[src/rtl/riscv_irq_pkg.sv]
// Shared constants and types for the interrupt controller.
// Register offsets are byte offsets within the device window.
package riscv_irq_pkg;

    localparam int MAX_SRC = 16;

    localparam logic [23:0] IRQ_MASK_OFF = 24'h00_0000;
    localparam logic [23:0] IRQ_PEND_OFF = 24'h00_0004;
    localparam logic [23:0] IRQ_CUR_OFF  = 24'h00_0008;
    localparam logic [23:0] IRQ_CTRL_OFF = 24'h00_000C;

    typedef enum logic [1:0] {
        IDLE,
        ACTIVE,
        RET
    } irq_state_t;

endpackage

[src/rtl/riscv_irq_prio_enc.sv]
// Fixed-priority encoder: reports the lowest set bit of vec (bit 0 wins).
// Latency: combinational; backpressure: none.
module riscv_irq_prio_enc #(
    parameter int N_SRC = 8
) (
    input  logic [N_SRC-1:0] vec,
    output logic             valid,
    output logic [3:0]       id
);

    // Scan downward so the last hit, which is the lowest index, sticks.
    always_comb begin
        valid = 1'b0;
        id    = 4'd0;
        for (int i = N_SRC - 1; i >= 0; i--) begin
            if (vec[i]) begin
                valid = 1'b1;
                id    = 4'(i);
            end
        end
    end

endmodule

[src/rtl/riscv_irq_ctrl.sv]
// Shares the core's irq_req/irq_ret pair among N_SRC edge-triggered sources, one grant at a time.
// Latency: source edge to irq_req_o two cycles, bus read one cycle; backpressure: none, every access completes.
module riscv_irq_ctrl
    import riscv_irq_pkg::*;
#(
    parameter int N_SRC = 8
) (
    input  logic             clk_i,
    input  logic             rst_i,
    input  logic             req_i,
    input  logic             write_enable_i,
    input  logic [23:0]      addr_i,
    input  logic [31:0]      write_data_i,
    output logic [31:0]      read_data_o,
    input  logic [N_SRC-1:0] irq_src_i,
    output logic             irq_req_o,
    input  logic             irq_ret_i,
    output logic [N_SRC-1:0] src_ret_o
);

    irq_state_t       state;
    irq_state_t       state_next;
    logic [N_SRC-1:0] mask;
    logic [N_SRC-1:0] pending;
    logic [N_SRC-1:0] prev;
    logic             ctrl_en;
    logic [3:0]       cur_id;

    logic             bus_wr;
    logic             bus_rd;
    logic [N_SRC-1:0] rise;
    logic [N_SRC-1:0] w1c;
    logic [N_SRC-1:0] ret_clr;
    logic [N_SRC-1:0] cand;
    logic [N_SRC-1:0] cur_onehot;
    logic             win_vld;
    logic [3:0]       win_id;
    logic             grant;
    logic             ret_fire;
    logic [31:0]      rd_mux;
    logic             unused;

    assign unused = ^write_data_i;

    assign bus_wr     = req_i & write_enable_i;
    assign bus_rd     = req_i & ~write_enable_i;
    assign rise       = irq_src_i & ~prev;
    assign w1c        = (bus_wr && addr_i == IRQ_PEND_OFF) ? write_data_i[N_SRC-1:0] : '0;
    assign cur_onehot = N_SRC'(1) << cur_id;
    assign ret_clr    = ret_fire ? cur_onehot : '0;
    assign cand       = pending & mask & {N_SRC{ctrl_en}};
    assign irq_req_o  = (state == ACTIVE);

    riscv_irq_prio_enc #(
        .N_SRC (N_SRC)
    ) u_prio_enc (
        .vec   (cand),
        .valid (win_vld),
        .id    (win_id)
    );

    always_ff @(posedge clk_i or posedge rst_i) begin
        if (rst_i) begin
            state <= IDLE;
        end else begin
            state <= state_next;
        end
    end

    // Once ACTIVE, nothing but the core's return moves the FSM: no preemption.
    always_comb begin
        state_next = state;
        grant      = 1'b0;
        ret_fire   = 1'b0;
        case (state)
            IDLE: begin
                if (win_vld) begin
                    grant      = 1'b1;
                    state_next = ACTIVE;
                end
            end
            ACTIVE: begin
                if (irq_ret_i) begin
                    ret_fire   = 1'b1;
                    state_next = RET;
                end
            end
            RET:     state_next = IDLE;
            default: state_next = IDLE;
        endcase
    end

    // A new rising edge is OR-ed in last so it survives a same-cycle clear.
    always_ff @(posedge clk_i or posedge rst_i) begin
        if (rst_i) begin
            prev      <= '0;
            pending   <= '0;
            mask      <= '0;
            ctrl_en   <= 1'b0;
            cur_id    <= 4'd0;
            src_ret_o <= '0;
        end else begin
            prev      <= irq_src_i;
            pending   <= (pending & ~w1c & ~ret_clr) | rise;
            src_ret_o <= ret_clr;
            if (grant) begin
                cur_id <= win_id;
            end
            if (bus_wr && addr_i == IRQ_MASK_OFF) begin
                mask <= write_data_i[N_SRC-1:0];
            end
            if (bus_wr && addr_i == IRQ_CTRL_OFF) begin
                ctrl_en <= write_data_i[0];
            end
        end
    end

    always_comb begin
        rd_mux = 32'd0;
        case (addr_i)
            IRQ_MASK_OFF: rd_mux = 32'(mask);
            IRQ_PEND_OFF: rd_mux = 32'(pending);
            IRQ_CUR_OFF: begin
                if (state == ACTIVE) begin
                    rd_mux = {1'b1, 27'd0, cur_id};
                end
            end
            IRQ_CTRL_OFF: rd_mux = {31'd0, ctrl_en};
            default:      rd_mux = 32'd0;
        endcase
    end

    always_ff @(posedge clk_i or posedge rst_i) begin
        if (rst_i) begin
            read_data_o <= 32'd0;
        end else if (bus_rd) begin
            read_data_o <= rd_mux;
        end
    end

endmodule

[config.mk]
export PLATFORM = sky130hd
export DESIGN_NAME = riscv_irq_ctrl
export DESIGN_NICKNAME = d
export VERILOG_FILES = /design/src/rtl/riscv_irq_pkg.sv /design/src/rtl/riscv_irq_prio_enc.sv /design/src/rtl/riscv_irq_ctrl.sv
export SDC_FILE = /design/constraint.sdc
export NUM_CORES = 1
export LEC_CHECK = 0
export CORE_MARGIN = 1
export CORE_UTILIZATION = 45
export CTS_CLUSTER_SIZE = 8
export DETAILED_ROUTE_END_ITERATION = 8
export MAX_ROUTING_LAYER = met4
export PLACE_DENSITY = 0.91
export SETUP_SLACK_MARGIN = 0.5
export SYNTH_ARGS = -nofsm -noshare
export SYNTH_HDL_FRONTEND = slang
export SYNTH_HIERARCHICAL = 1
export SYNTH_SLANG_ARGS = --single-unit
[constraint.sdc]
create_clock -name clk_i -period 3.05 [get_ports clk_i]
set_input_delay 0.305 -clock clk_i [delete_from_list [all_inputs] [get_ports clk_i]]
set_output_delay 0.305 -clock clk_i [all_outputs]
set_load 0.05 [all_outputs]
==> impl_metrics.ini <==
[power_and_ir_drop]
vdd_drop_max_uv = 298
p_total_w = 0.00128
leakage_nw = 1.39
powerDensity_nw_per_um2 = 411

[setup_path]
r2r-end = cur_id[1]
cp.buffers_inverters = 1
cpLargestDelayFamily = simple AND/OR/NAND/NOR gates
arrival_ns = 2.39
slowest_delay_ns = 0.60
startpoint_type = input pin
reg2reg_slack_ns = 1.20
path_cells = clkdlybuf4s50_1, nor4_1, nand3_1, nor4b_4, mux2_2
path_max_fanout = 8
endpoint_kind = register
timing.rr.start = ctrl_en
cp.required_ns = 3.25
path_class = input pin to register
crit_slowest_cell = nor4b_4
r2r_cells = 6
cp_num_cells = 5

[clock_network]
post_cts_buffers = 0
numClockSinks = 48
htreeDepth = 2
cts_tree = built
clock_path_buffers = 2
hold_buffers = 0
worstSkewPairLatency_ns = 0.31
numCtsBuffers = 5
cts_resized = 0
clkTransAtPathRegs_ns = 0.09
cts-root-buf = clkbuf_8

[yosys]
synth_edf_count = 0
netlist_area_sq_um = 2410
synth.avg_cell_area_sq_um = 10.1
synthFlopType = dfrtp_1
ys_warn_count = 6
synth-seq-cells = 48
yosys-top-cells-count = dfrtp_1 (48), buf_4 (25), inv_1 (19), nand2_1 (16), mux2_2 (13)
yosysMostFrequentCell = dfrtp_1
yosys-top-cells-area = dfrtp_1 (50%), buf_4 (7.8%), mux2_2 (6.1%)
synthCells = 239
async_flop_share = 1.00
synth_top_area_share = 0.498
yosysTopAreaCell = dfrtp_1
seq_area_frac_synth = 0.498
synth_cell_types = 34

[flow_run]
cap_viol_max_count = 0

[timing]
setup_viol = 0
skew_ns = 0.00401
worst_slack_ns = 0.866
final.min_clock_period_ns = 2.18
rsz0062_at_grt = false
slew_viol_final = 0
tightest_slew_ns = 0.946
clock.fmax_ghz = 0.458
tns_ns = 0
hold_viol = 0
period_share = 0.716
slew_headroom = 0.366

[drt]
detailroute.via_count = 1928
via_per_inst = 5.20
remaining_drc_errors = 0
drt_iter0_markers = 177
post_drt_wl_per_cell_um = 14.4
first_pass_iters = 4
antenna_left = 0
routed_wl_mm = 5.35

[run_status]
status = finished clean

[grt]
grt_pass1_wl_mm = 8.45
gr-total-overflow = 0
antenna_found_initial = 0
grt_pass1_vias = 1810
grt_max_degree = 28
grtUsageTotal = 0.212

[final_layout]
antenna_cells = 0
final_nets = 369
area_delta_synth_final_pct = 29.0
regArea_sq_um = 1200
multi_input_area_sq_um = 983
fillCellCount = 439
drive_above_1_share = 0.0930

[floorplanning]
fp.coreArea_sq_um = 5140
rows = 26
pin_count = 110
die_x_um = 75.2
initial_core_util = 0.469
die-area_sq_um = 5650
dieHeight_um = 75.2

[min_path]
hold_path.class = input pin to asynchronous set/reset pin

[placement]
numPortBuffers = 62
routabilityCongestion = 0.939
dp_hpwl_mm = 4.15
dpl_worst_slack_ns = 0.535
[state kept, by name (all words and copies together), names as in the netlist]
signal and count:
prev 8, pending 8, cur_id 4, ctrl_en 1, state 2, mask 8, read_data_o 9, src_ret_o 8
[logic make-up (layout without fill, tap and decap cells)]
logic type / after synthesis / count (layout) / share of synthesized area
AOI/OAI and AO/OA: 39 / 39 / 0.0991
muxes: 18 / 18 / 0.0815
other: 2 / 24 / 0.00311
buffers and inverters: 53 / 93 / 0.128
DFF: 48 / 48 / 0.498
and+or+nand+nor: 79 / 79 / 0.190
[layout make-up]
class                      instances  area share
sequential                        48       0.386
multi-input combinational        160       0.316
timing repair buffer              66       0.209
tap                               70      0.0282
inverter                          19      0.0229
clock buffer                       5      0.0221
clock inverter                     3      0.0153
[power by group]
part           internal (W)  switching (W)  total (W)
sequential         0.000641     0.00000160   0.000643
clock              0.000247       0.000222   0.000468
combinational     0.0000615       0.000105   0.000166
[metal layers]
layer	GRT usage	vias to the layer above	share of wire
met5	-	-	0
met4	0.0844	0	0.016
met3	0.0375	7	0.042
li1	-	909	-
met2	0.347	67	0.51
met1	0.263	945	0.43
[placed cells by master (no fill, tap or decap), types with 2 or more instances in the layout]
cell | netlist | layout
a21oi_1 | 6 | 6
a31oi_1 | 3 | 3
and3_1 | 8 | 8
buf_4 | 25 | 4
clkbuf_8 | 0 | 5
clkdlybuf4s50_1 | 0 | 62
clkinv_4 | 0 | 2
conb_1 | 2 | 24
dfrtp_1 | 48 | 48
inv_1 | 19 | 18
mux2_2 | 13 | 13
mux2i_1 | 5 | 5
nand2_1 | 16 | 16
nand2b_1 | 9 | 9
nand3_1 | 3 | 3
nand4b_1 | 3 | 3
nor2_1 | 11 | 11
nor2b_1 | 3 | 3
nor3_1 | 10 | 10
nor4_1 | 7 | 7
nor4_2 | 2 | 2
o21ai_0 | 11 | 11
o22ai_1 | 8 | 8
o31ai_1 | 7 | 7
or4_1 | 2 | 2
[worst max path at each step]
stage	startpoint	endpoint	slack [ns]
2_1_floorplan	addr_i[7]	mask[0]	1.25
3_3_place_gp	addr_i[6]	mask[2]	0.67
3_5_place_dp	addr_i[6]	mask[7]	0.54
4_1_cts	state[0]	irq_req_o	0.84
5_1_grt	state[0]	irq_req_o	0.75
6_report	addr_i[6]	mask[0]	0.87
[metrics by stage]
step                      area [sq um]  std cells  hold WS, ns  utilization
after global placement            2990        363        0.411        0.583
after floorplan                   2490        261        0.336            -
after detailed placement          2990        363        0.424        0.583
final                             3110        371        0.387        0.605
after CTS                         3110        371        0.406        0.605
after global routing              3110        371        0.454        0.605
(Power assumes the default switching activity.)
